--- src/rtl/pe_mac_seq.sv ---
// Sequencer and partial-sum holder for the PE multiply-accumulate datapath.
// Streams operand pairs into the datapath, optionally folds one external psum, and returns the sum.
module pe_mac_seq #(
    parameter int SIZEIN  = 16,
    parameter int SIZEOUT = 40,
    parameter int LENW    = 8
) (
    input  logic               clk,
    input  logic               rst_n,
    input  logic               start,
    input  logic [LENW-1:0]    cfg_len,
    input  logic               cfg_ext,
    output logic               busy,
    input  logic               in_valid,
    output logic               in_ready,
    input  logic [SIZEIN-1:0]  in_a,
    input  logic [SIZEIN-1:0]  in_b,
    input  logic               psum_in_valid,
    output logic               psum_in_ready,
    input  logic [SIZEIN-1:0]  psum_in,
    output logic               out_valid,
    input  logic               out_ready,
    output logic [SIZEOUT-1:0] out_psum,
    output logic [SIZEIN-1:0]  mac_a,
    output logic [SIZEIN-1:0]  mac_b,
    output logic               mac_gate,
    output logic               mac_clear,
    output logic               mac_exter,
    output logic [SIZEIN-1:0]  mac_ext_psum,
    output logic [SIZEOUT-1:0] mac_int_psum,
    input  logic [SIZEOUT-1:0] mac_accum
);

    typedef enum logic [2:0] {
        S_IDLE,
        S_MAC,
        S_DRAIN,
        S_EXT,
        S_EXT_FOLD,
        S_OUT
    } state_t;

    state_t              r_state;
    state_t              w_state_nxt;
    logic [LENW-1:0]     r_len;
    logic [LENW-1:0]     r_cnt;
    logic                r_ext;
    logic                r_clr_pend;
    logic [SIZEOUT-1:0]  r_acc;
    logic                w_beat;
    logic                w_acc_load;

    // Readiness in MAC depends only on state, so the beat can be decoded without feedback.
    assign w_beat       = in_valid && (r_state == S_MAC);
    assign mac_a        = w_beat ? in_a : '0;
    assign mac_b        = w_beat ? in_b : '0;
    assign mac_ext_psum = psum_in;
    assign mac_int_psum = r_acc;
    assign out_psum     = r_acc;
    assign busy         = (r_state != S_IDLE);

    always_comb begin
        // NOTE: every output gets a default first so no path through the case infers a latch.
        w_state_nxt   = r_state;
        in_ready      = 1'b0;
        psum_in_ready = 1'b0;
        out_valid     = 1'b0;
        mac_gate      = 1'b1;
        mac_clear     = 1'b1;
        mac_exter     = 1'b0;
        w_acc_load    = 1'b0;
        case (r_state)
            S_IDLE: begin
                if (start) w_state_nxt = S_MAC;
            end
            S_MAC: begin
                in_ready   = 1'b1;
                mac_gate   = !w_beat;
                mac_clear  = r_clr_pend;
                w_acc_load = 1'b1;
                if (w_beat && (r_cnt == r_len - LENW'(1))) w_state_nxt = S_DRAIN;
            end
            S_DRAIN: begin
                mac_clear   = r_clr_pend;
                w_acc_load  = 1'b1;
                w_state_nxt = r_ext ? S_EXT : S_OUT;
            end
            S_EXT: begin
                psum_in_ready = 1'b1;
                mac_clear     = 1'b0;
                if (psum_in_valid) begin
                    mac_exter   = 1'b1;
                    w_state_nxt = S_EXT_FOLD;
                end
            end
            S_EXT_FOLD: begin
                mac_clear   = 1'b0;
                w_acc_load  = 1'b1;
                w_state_nxt = S_OUT;
            end
            S_OUT: begin
                out_valid = 1'b1;
                if (out_ready) w_state_nxt = S_IDLE;
            end
            default: w_state_nxt = S_IDLE;
        endcase
    end

    // NOTE: all state uses non-blocking assignments so every register samples pre-edge values.
    always_ff @(posedge clk or negedge rst_n) begin
        if (!rst_n) begin
            r_state    <= S_IDLE;
            r_len      <= '0;
            r_cnt      <= '0;
            r_ext      <= 1'b0;
            r_clr_pend <= 1'b0;
            r_acc      <= '0;
        end else begin
            r_state <= w_state_nxt;
            if (r_state == S_IDLE && start) begin
                r_len      <= (cfg_len == '0) ? LENW'(1) : cfg_len;
                r_ext      <= cfg_ext;
                r_cnt      <= '0;
                r_clr_pend <= 1'b1;
            end else begin
                if (w_beat) r_cnt <= r_cnt + LENW'(1);
                // The first product reaches the adder one cycle after its beat; keep clearing until then.
                if (r_cnt != '0) r_clr_pend <= 1'b0;
            end
            if (w_acc_load) r_acc <= mac_accum;
        end
    end

endmodule

--- config.mk ---
export PLATFORM = sky130hd
export DESIGN_NAME = pe_mac_seq
export DESIGN_NICKNAME = d
export VERILOG_FILES = /design/src/rtl/pe_mac_seq.sv
export SDC_FILE = /design/constraint.sdc
export NUM_CORES = 1
export LEC_CHECK = 0
export ABC_AREA = 1
export BUFFER_PORTS_ARGS = -buffer_cell sky130_fd_sc_hd__buf_4
export CORE_MARGIN = 2
export CORE_UTILIZATION = 42
export DETAILED_ROUTE_END_ITERATION = 7
export HOLD_SLACK_MARGIN = 0.06
export MAX_ROUTING_LAYER = met4
export PLACE_DENSITY_LB_ADDON = 0.2
export SLEW_MARGIN = 10
export SYNTH_ARGS = -nofsm -noshare
export SYNTH_HDL_FRONTEND = slang
export SYNTH_SLANG_ARGS = --single-unit
--- constraint.sdc ---
create_clock -name clk -period 2 [get_ports clk]
set_clock_uncertainty 0.1 [all_clocks]
set_input_delay 0.1 -clock clk [delete_from_list [all_inputs] [get_ports clk]]
set_output_delay 0.1 -clock clk [all_outputs]
set_load 0.1 [all_outputs]
# Yosys cells after proc, flatten, opt, wreduce, memory -nomap -nowiden
# Cells that the tools add are included.
# word_totals
mem_count	0
wordCells	53
mem_bits_rw	0
input_bits	103
ff_bits	61
romBits	0
latch_bits	0
output_inout_bits	135
# op_classes
add_sub_neg	2
bitwise	0
shifts	0
n_reduce_logical	14
n_div	0
muxes	21
mul	0
eq_ne	10
magnitude_cmp	0
# op_table
operator	count
$mux W16	2
$mux W8	3
$pmux W3 S6	1
$mux W3	5
$mux W1	9
$add A8 B1 Y8 const B	1
$eq A8 B8 Y1	1
$logic_not A8 Y1	1
$reduce_bool A8 Y1	1
$sub A8 B1 Y8 const B	1
$eq A3 B2 Y1 const B	2
$eq A3 B3 Y1 const B	2
$ne A2 B2 Y1 const B	3
$reduce_and A4 Y1	1
$reduce_bool A2 Y1	2
$reduce_or A2 Y1	2
$eq A3 B1 Y1 const B	1
$logic_and A1 B1 Y1	3
$logic_not A3 Y1	1
$reduce_bool A3 Y1	1
$reduce_or A3 Y1	1
$ne A2 B1 Y1 const B	1
$pmux W1 S2	1
$logic_not A1 Y1	1

# Depth between registers and ports, before layout
# logic_depth
word_depth	5
depth_mapped	14
ltp_nobuf	14

# Least setup slack after synthesis
# No wires, ideal clock.
# synth_path
path_type	register to output
startpoint	register r_state[1]
endpoint	output mac_b[10]
n_path_buf	1
setup_slack_ps	-1565
path_stages_with_launch	7
t_arrival_ps	3365
required_ps	1800
path_cell_list	dfrtp_1 inv_1 nand2_2 nor2_4 nand2_4 buf_1 nor2_1
# synth_between
elab_chain_cells	3
# synth_rtl
item	line	rtl
from (decl)	43	state_t r_state;
from (signal assigned)	119	r_state <= w_state_nxt;
$eq A3 B1 Y1	54	assign w_beat = in_valid && (r_state == S_MAC);
$logic_and A1 B1 Y1	54	
$mux W16	56	assign mac_b = w_beat ? in_b : '0;
to (decl)	25	output logic [SIZEIN-1:0] mac_b,
# Every way passes these cells.

# Final worst setup path
# layout_path
startpoint	register r_state[0]
endpoint	output mac_b[5]
# The elaborated chain is that of the path after synthesis.

==> metrics.md <==
| Metric | Value |
|---|---|
| Clock latency on the worst-skew pair | 0.34 ns |
| Min-delay src | psum_in[5] |
| Nets | 727 |
| Startpoint Class | flip-flop |
| Met1 Track Usage GR | 0.2374 |
| Routed Antenna Nets | 0 |
| Htree depth | 3 |
| Fin Setup TNS | 0 ns |
| Worst stage delay on the critical path | 0.48 ns |
| Reg2reg setup slack | 0.16 ns |
| Hold Vio Cnt, Final | 0 |
| Rel. slew slack | 0.4942 |
| Max-Cap Viols | 0 |
| Clock period minus worst slack | 1.909 ns |
| Gpl congestion | 0.8737 |
| Hold path depth | 0 |
| Netlist Area Pre-Place | 0.003556 mm^2 |
| Layout Utilization | 0.7349 |
| Ys Warns | 0 |
| Post-synth EDFFs | 0 |
| Final setup viols | 0 |
| First-pass GRT wire length | 15,770 um |
| Most used routing layer | met2 |
| Largest net degree at the start of global routing | 62 |
| Dpl cell area | 0.005057 mm^2 |
| Reg2reg path depth | 7 |
| Worst-path fanout max | 20 |
| Post-synth cell types | 30 |
| Total wire length | 10,400 um |
| Clock Tree Root | clkbuf_8 |
| Die Wd | 96.02 um |
| Most frequent CP cell | nor2_4 |
| Worst R2R Start | r_state[2] |
| Least-Margin Pin Slew | 0.7587 ns |
| Share of layout cells above drive strength 1 | 0.5000 |
| Clk sink count | 61 |
| CTS clk-pin slew, worst paths | 0.07 ns |
| DRT Pass-1 Iters | 4 |
| Part of the cycle the worst path needs | 0.9545 |
| Wire per inst | 14.23 um |
| M3 GR Usage | 0.04229 |
| Critical path required time | 1.80 ns |
| Gr usage total | 0.2314 |
| Cts bufs inserted | 9 |
| Die height | 96.02 um |
| Worst r2r dst | mac_int_psum[10] |
| Syn_nets | 514 |
| Initial antenna violation count | 0 |
| Clock tree buffer depth | 2 |
| Hold EP | mac_ext_psum[5] |
| PortBufs | 205 |
| Status | finished, final reports clean |
| Starting density of the core | 0.4328 |
| Area of the multi-input gates | 0.001548 mm^2 |
| Drt drc | 0 |
| Share of the synthesized area in the top cell type | 0.4293 |
| ANT cells | 0 |
| Post-synth top area cell | dfrtp_1 |
| Vias in the first global route | 3,469 |
| CTS tree | yes |
| Syn Area/Cell | 8.715 um^2 |
| Vias | 3,473 |
| Final Cell Area | 0.006038 mm^2 |
| Hold crit path type | in2out |
| Cells after Synth | 408 |
| Slowest CP cell | dfrtp_1 |
| Critical Setup Path Class | reg2out |
| Crit-path cells | nand2_4, nor2_4, nand2_8, buf_12, nor2_4, buf_6 |
| Slew Limit Fails | 0 |
| Arrival @ worst endpoint | 1.71 ns |
| Synth async-reset ratio | 1.000 |
| GR Overflow Total | 0 |
| Yosys reg bits | 61 |
| Die area | 0.009219 mm^2 |
| Synth Flop Type | dfrtp_1 |
| Most common cell in the synthesized netlist | inv_1 |
| Post-synth top cells | 67 x inv_1, 61 x dfrtp_1, 58 x nand2_1, 56 x buf_4, 55 x nor2_1 |
| Crit path capture type | output pin |
| FP Rows | 33 |
| Detailed Route Iter0 Violations | 138 |
| Via density | 4.751 |
| IO Pins | 238 |
| Register area share after synthesis | 0.4293 |
| Hpwl dp | 7023 um |
| Core Box Area | 0.008217 mm^2 |
| Synth area leaders | dfrtp_1 43%, buf_4 12%, mux2_2 10% |
| F_max | 523.8 MHz |
| Fillers | 555 |
| Reg area | 0.001526 mm^2 |
| Met2 Usage GRT | 0.4271 |
| Area delta synth->final | 69.81% |
-- timing repair --
item                                    in CTS  in global routing
hold buffers                                54                  0
pin swaps                                    0                  1
gates resized for setup                     42                  7
endpoints found under the setup margin      33                 37
buffers inserted                             0                  2
endpoints found under the hold margin      115                  0
-- cell usage in the layout (no fill, tap or decap), types with 2 or more instances in the layout --
cell,netlist,routed
buf_4,56,177
inv_1,67,66
dfrtp_1,61,61
nand2_1,58,57
dlygate4sd3_1,0,54
nor2_4,1,33
mux2_2,32,32
nor2_1,55,22
buf_6,4,22
o21ai_0,16,15
nand3_1,11,11
buf_8,0,10
clkbuf_8,0,9
mux2_4,8,8
nor3_1,6,6
nand4_1,5,5
a21oi_1,4,4
inv_2,2,3
nand2_2,3,3
xor2_1,3,3
ha_1,3,3
bufinv_16,0,3
buf_12,0,3
clkinvlp_4,0,2
-- layout make-up --
cell class / instances / share of cell area
Clock buffer: 10 / 0.02114
Clock inverter: 6 / 0.01844
Inverter: 70 / 0.04414
Multi-Input combinational cell: 213 / 0.2563
Sequential cell: 61 / 0.2528
Tap cell: 105 / 0.02176
Timing Repair Buffer: 266 / 0.3854
-- flip-flops by register name (all words and copies together) (netlist names) --
signal / cells
r_cnt: 8
r_len: 8
r_state: 3
r_clr_pend: 1
mac_int_psum: 40
r_ext: 1
-- how the worst max path moves through the flow --
stage / start / endpoint / slack (ns) / cells past startpoint
after floorplan: r_state[1] / mac_b[13] / -0.25 / 6
after global placement: r_state[2] / mac_int_psum[10] / 0.22 / 7
after detailed placement: r_state[0] / r_cnt[1] / 0.17 / 6
after CTS: r_state[1] / mac_a[11] / 0.005 / 7
after global routing: r_state[0] / mac_b[8] / -0.01 / 6
final: r_state[0] / mac_b[5] / 0.09 / 6
-- stage by stage --
step / hold slack (ns) / cells / setup WS, ns
final: 0.1000 / 731 / 0.09092
after global routing: 0.1003 / 731 / -0.009567
after CTS: 0.1007 / 729 / 0.004666
after detailed placement: 0.1007 / 659 / 0.1742
after global placement: 0.1007 / 659 / 0.2177
after floorplan: -0.2956 / 408 / -0.2470
-- critical path: cells and delay by family, from the launching register on --
| kind | cells | cell delay (ns) |
|---|---|---|
| flip-flops | 1 | 0.48 |
| AND/OR/NAND/NOR | 4 | 0.46 |
| buffers and inverters | 2 | 0.43 |
-- routing by layer --
metal	up-vias	wire length [um]
li1	1634	-
met4	0	263
met1	1640	3681
met5	-	0
met2	176	5663
met3	23	795
-- cell families after synthesis --
logic type	after synthesis	share of synthesized area
AO/OA/AOI/OAI	24	0.03554
flip-flops	61	0.4293
adder cells (fa/ha/maj)	3	0.01056
AND/OR/NAND/NOR	143	0.1728
multiplexers	40	0.1351
buffers and inverters	134	0.2094
XOR/XNOR	3	0.007391
Power is left out: the tool's default activity adds up to more than one toggle a clock period on the data nets, which glitch-free logic cannot reach.
